--- src/rtl/hazard_fwd_unit.sv ---
// Load-use stall and EX operand forwarding selects for a 5-stage MIPS pipeline.
// Optional macro HAZ_STALL_CNT_EN adds a 32-bit stall event counter output.
module hazard_fwd_unit (
  input  logic        clk,
  input  logic        reset,
  input  logic [4:0]  id_rs,
  input  logic [4:0]  id_rt,
  input  logic        id_uses_rs,
  input  logic        id_uses_rt,
  input  logic [4:0]  dst_reg,
  input  logic        dst_we,
  input  logic        dst_is_load,
  input  logic        flush,
  output logic        stall,
  output logic [1:0]  fwd_a,
  output logic [1:0]  fwd_b
`ifdef HAZ_STALL_CNT_EN
  ,
  output logic [31:0] stall_cnt
`endif
);

  // The WB slot is not stored: a WB match never forwards or stalls because
  // the register file writes in the first half-cycle.
  logic       ex_v_q,   ex_v_d;
  logic [4:0] ex_reg_q, ex_reg_d;
  logic       ex_ld_q,  ex_ld_d;
  logic       mem_v_q,  mem_v_d;
  logic [4:0] mem_reg_q, mem_reg_d;
  logic [1:0] fwd_a_q,  fwd_a_d;
  logic [1:0] fwd_b_q,  fwd_b_d;

  logic rs_ex, rt_ex, rs_mem, rt_mem;
  logic issue_v;

  function automatic logic src_hit(input logic use_s, input logic [4:0] s,
                                   input logic v, input logic [4:0] r);
    return use_s && (s != 5'd0) && v && (r == s);
  endfunction

  function automatic logic [1:0] fwd_sel(input logic hit_ex, input logic ex_ld,
                                         input logic hit_mem);
    if (hit_ex && !ex_ld) return 2'b01;
    else if (hit_mem)     return 2'b10;
    else                  return 2'b00;
  endfunction

  assign rs_ex  = src_hit(id_uses_rs, id_rs, ex_v_q,  ex_reg_q);
  assign rt_ex  = src_hit(id_uses_rt, id_rt, ex_v_q,  ex_reg_q);
  assign rs_mem = src_hit(id_uses_rs, id_rs, mem_v_q, mem_reg_q);
  assign rt_mem = src_hit(id_uses_rt, id_rt, mem_v_q, mem_reg_q);

  // Flush wins over stall: the squashed instruction must not hold the front end.
  assign stall   = !flush && ex_ld_q && (rs_ex || rt_ex);
  assign issue_v = dst_we && (dst_reg != 5'd0) && !stall && !flush;

  always_comb begin
    ex_v_d    = issue_v;
    ex_reg_d  = dst_reg;
    ex_ld_d   = issue_v && dst_is_load;
    mem_v_d   = ex_v_q;
    mem_reg_d = ex_reg_q;
    fwd_a_d   = 2'b00;
    fwd_b_d   = 2'b00;
    // A bubble enters EX on stall or flush, and a bubble must not forward.
    if (!stall && !flush) begin
      fwd_a_d = fwd_sel(rs_ex, ex_ld_q, rs_mem);
      fwd_b_d = fwd_sel(rt_ex, ex_ld_q, rt_mem);
    end
  end

  always_ff @(posedge clk) begin
    if (reset) begin
      ex_v_q    <= 1'b0;
      ex_reg_q  <= 5'd0;
      ex_ld_q   <= 1'b0;
      mem_v_q   <= 1'b0;
      mem_reg_q <= 5'd0;
      fwd_a_q   <= 2'b00;
      fwd_b_q   <= 2'b00;
    end else begin
      ex_v_q    <= ex_v_d;
      ex_reg_q  <= ex_reg_d;
      ex_ld_q   <= ex_ld_d;
      mem_v_q   <= mem_v_d;
      mem_reg_q <= mem_reg_d;
      fwd_a_q   <= fwd_a_d;
      fwd_b_q   <= fwd_b_d;
    end
  end

  assign fwd_a = fwd_a_q;
  assign fwd_b = fwd_b_q;

`ifdef HAZ_STALL_CNT_EN
  logic [31:0] stall_cnt_q;

  always_ff @(posedge clk) begin
    if (reset)      stall_cnt_q <= 32'd0;
    else if (stall) stall_cnt_q <= stall_cnt_q + 32'd1;
  end

  assign stall_cnt = stall_cnt_q;
`endif

endmodule

--- config.mk ---
export PLATFORM = sky130hd
export DESIGN_NAME = hazard_fwd_unit
export DESIGN_NICKNAME = d
export VERILOG_FILES = /design/src/rtl/hazard_fwd_unit.sv
export SDC_FILE = /design/constraint.sdc
export NUM_CORES = 1
export LEC_CHECK = 0
export ABC_AREA = 1
export BUFFER_PORTS_ARGS = -buffer_cell sky130_fd_sc_hd__buf_4
export CORE_MARGIN = 2
export CORE_UTILIZATION = 45
export DETAILED_ROUTE_END_ITERATION = 6
export GPL_ROUTABILITY_DRIVEN = 0
export GPL_TIMING_DRIVEN = 0
export PLACE_DENSITY = 0.82
export SLEW_MARGIN = 10
export SYNTH_ARGS = -nofsm -noshare
export SYNTH_HDL_FRONTEND = slang
export SYNTH_SLANG_ARGS = --single-unit
--- constraint.sdc ---
create_clock -name clk -period 1.6 [get_ports clk]
set_clock_uncertainty 0.15 [all_clocks]
set_input_delay 0.16 -clock clk [delete_from_list [all_inputs] [get_ports clk]]
set_output_delay 0.16 -clock clk [all_outputs]
set_load 0.01 [all_outputs]
Word-level counts from Yosys, hierarchy flattened
Index checks and enable logic that the tools add are counted.
Storage, ports and cells
  register bits after elaboration: 17
  bits of input ports: 22
  output and inout port bits: 5
  word-level logic and storage cells: 47
Operators by class
  eq/ne operators: 4
  mux-type cells: 4
  bitwise gates (word level): 1
  reduce and logical (&&, ||, !) cells: 29
Operators with widths (number)
  $eq A5 B5 Y1: 4
  $logic_and A1 B1 Y1: 19
  $reduce_bool A5 Y1: 3
  $reduce_or A3 Y1: 2
  $mux W2: 2
  $logic_not A1 Y1: 3
  $mux W1: 2
  $reduce_or A2 Y1: 1
  $logic_or A1 B1 Y1: 1
  $not A1 Y1: 1

Logic depth before layout (Yosys ltp)
  depth in word-level cells: 10
  mapped depth: 10

Worst setup path after synthesis
Ideal clock, no wire load.
  path kind: flip-flop to output port
  start point: register ex_reg_q[0]
  end point: output port stall
  data arrival time: 0.926 ns
  data required time: 1.290 ns
  setup slack: 0.364 ns
  stages on the path, launching flop included: 9
  buffers on the path: 0
  path through: dfxtp_1 > inv_1 > nand2_1 > nand3_1 > nor2_2 > nand3_2 > nand2_2 > nand2_4 > inv_1
Between the ends
  cells in the longest elaborated chain, start to end: 4
Ends and longest elaborated chain
  start, declared: RTL line 26  | logic [4:0] ex_reg_q, ex_reg_d;
  start signal, assigned: RTL line 83  | ex_reg_q <= ex_reg_d;
  $eq A5 B5 Y1: RTL line 38  | return use_s && (s != 5'd0) && v && (r == s);
  $logic_and A1 B1 Y1: RTL line 38
  $logic_or A1 B1 Y1 *: RTL line 54  | assign stall = !flush && ex_ld_q && (rs_ex || rt_ex);
  $logic_and A1 B1 Y1 *: RTL line 54
  end, declared: RTL line 14  | output logic stall,
Every way passes the cells marked *; elsewhere a longest branch is shown, timed or not.

Worst setup path after layout
  start point: register ex_reg_q[4]
  end point: output port stall
The elaborated chain is that of the path after synthesis.

==> metrics <==
final WL=2240 µm; first-pass GRT wire length=3740 µm; Worst Path Max Fanout=3; Nets=202; top cells by area, synth=dfxtp_1, inv_1, nor2_1; n_diodes=0; worst-path cell chain=inv_2 > nand2_1 > nand2_1 > nand2_1 > nor2_2 > nand3_2 > nand2_2 > nand2_4 > inv_2 > buf_6; largest net degree at the start of global routing=11; vias per cell=4.72; I/O Buffers=26; Worst-path clk slew=0.10 ns; dpl cells=191; status=complete, but fails checks; Hold Crit Class=in2reg; die area=2390 µm²; most used cell, CP=nand2_1; Crit path arrival time=1.37 ns; Slew headroom=70.1%; share of post-route cells with drive strength above 1=35.2%; Slowest-stage cell, CP=dfxtp_2; fin cells=206; Req. time, crit path=1.29 ns; failing checks=negative setup slack; # DRC=0; post-synth top area share=37.5%; Synth Register Bits=17; leading area contributor after synthesis=dfxtp_1; die height=48.9 µm; Core Rows=16; Post-synth EDFFs=0; Slew @ Worst Pin=0.449 ns; Async SR Flop Fraction=0%; WL per Instance=10.9 µm; RSZ-0062 raised after global routing=true; Initial Utilization=47.2%; yosys warns=0; CTS Buf Count=3; Fin. Hold Viols=0; Mean Syn Cell Area=6.57 µm²; die width=48.9 µm; IO Pins=27; fillcell total=176; Main synth FF type=dfxtp_1; CP Launch Type=flip-flop; Synth cell types=20; period utilization=105%; clk sinks=17; Commonest cells post-synth=inv_1, nor2_1, nand2_1; Worst Setup Path Type=reg2out; Slowest Stage Delay on Critical Path=0.34 ns; CTS Buffer Depth=2; DRT Pass-1 Iters=4; Seq/Total Area, Yosys=37.5%; final core utilization=67.4%; Net Count, Synth=160; post-route ant nets=0; dpl ws=0.166 ns; most common cell in the netlist=inv_1; grt ovf=0; Max Cap Violations=0; Total Power=0.842 mW; Clock Latency Late Sink=0.28 ns; Syn Inst Count=138; Finish-stage setup viols=1; Layout Area Growth over Synthesis=42.8%; Iter 0 DRT Violations=24; via count=973; CP Capture Type=output pin; max-slew violation count=0; Worst IR Drop VDD=0.000499 V; vias in the first global route=933; pwr dens=650 nW/µm²; H-tree Lvls=1; CTS Root Cell=clkbuf_4; CTS tree=yes; Min Clock Period, post-route=1.68 ns; gr usage total=20.3%; Setup TNS Final=-0.0760 ns; Core Region=1920 µm²; maximum clock frequency=597 MHz; LEAKAGE=0.695 nW; dpl hpwl=1660 µm; post-route setup slack=-0.0760 ns; antenna violations before repair=0; synthesized cell area=907 µm²
cell type report:
type,instances,area (µm²),area share (%)
Buffer,1,3.75,0.290
Clock buffer,4,26.3,2.03
Inverter,34,128,9.86
Multi-Input combinational cell,86,457,35.3
Sequential cell,17,348,26.9
Tap cell,27,33.8,2.61
Timing Repair Buffer,37,299,23.1
flip-flops by register name (all words and copies together), names as in the netlist:
signal     cells
fwd_a          2
ex_ld_q        1
mem_v_q        1
fwd_b          2
ex_v_q         1
ex_reg_q       5
mem_reg_q      5
cells by family after synthesis:
group | count (synthesis) | synth area share, %
xor+xnor | 6 | 5.79
flops | 17 | 37.5
simple gates | 68 | 34.9
compound gates | 12 | 7.31
buf+inv | 35 | 14.5
power breakdown:
part / switching [mW] / internal (mW) / total, mW
Combinational: 0.0818 / 0.0812 / 0.163
Sequential: 0.0139 / 0.437 / 0.451
Clock: 0.131 / 0.0967 / 0.227
Total: 0.226 / 0.615 / 0.842
metal layers:
metal  wire length [µm]  vias up  global-route usage, %
li1                   -      497                      -
met1                896      436                   22.1
met2               1170       32                   37.2
met3                 82        8                   2.76
met4                 82        0                   11.9
met5                  0        -                      0
per-stage QoR:
| stage | cell area (µm²) | hold slack (ns) |
|---|---|---|
| after floorplan | 907 | 0.0824 |
| after global placement | 1140 | 0.187 |
| after detailed placement | 1140 | 0.189 |
| after CTS | 1260 | 0.0403 |
| after global routing | 1290 | 0.0545 |
| final | 1290 | 0.0519 |
critical path, delay by kind of cell (launching register included):
family	cells	cell delay (ns)
simple gates	7	0.54
flops	1	0.34
buf+inv	3	0.20
placed cells by master (no fill, tap or decap), drive strengths merged:
master,count
a21oi,2
buf,30
clkbuf,5
dfxtp,17
dlygate4sd3,7
inv,34
nand2,23
nand3,11
nand4,2
nor2,28
nor3,4
o21ai,8
o22ai,2
xnor2,1
xor2,5
path summary, 6_finish.rpt:
path	startpoint	end	slack [ns]	cells past startpoint
max	ex_reg_q[4]	stall	-0.08	10
max reg2reg	ex_reg_q[4]	fwd_a[1]	0.16	11
min reg2reg	ex_v_q	mem_v_q	0.32	2
min	flush	ex_v_q	0.05	4
timing repair:
action | in CTS | in global routing
hold buffers | 7 | 0
buffers inserted | 3 | 1
endpoints found under the hold margin | 6 | 0
gates cloned | 0 | 0
pin swaps | 4 | 8
gates resized for setup | 7 | 11
endpoints found under the setup margin | 1 | 1
No activity file was read; power rests on OpenSTA's default activity.
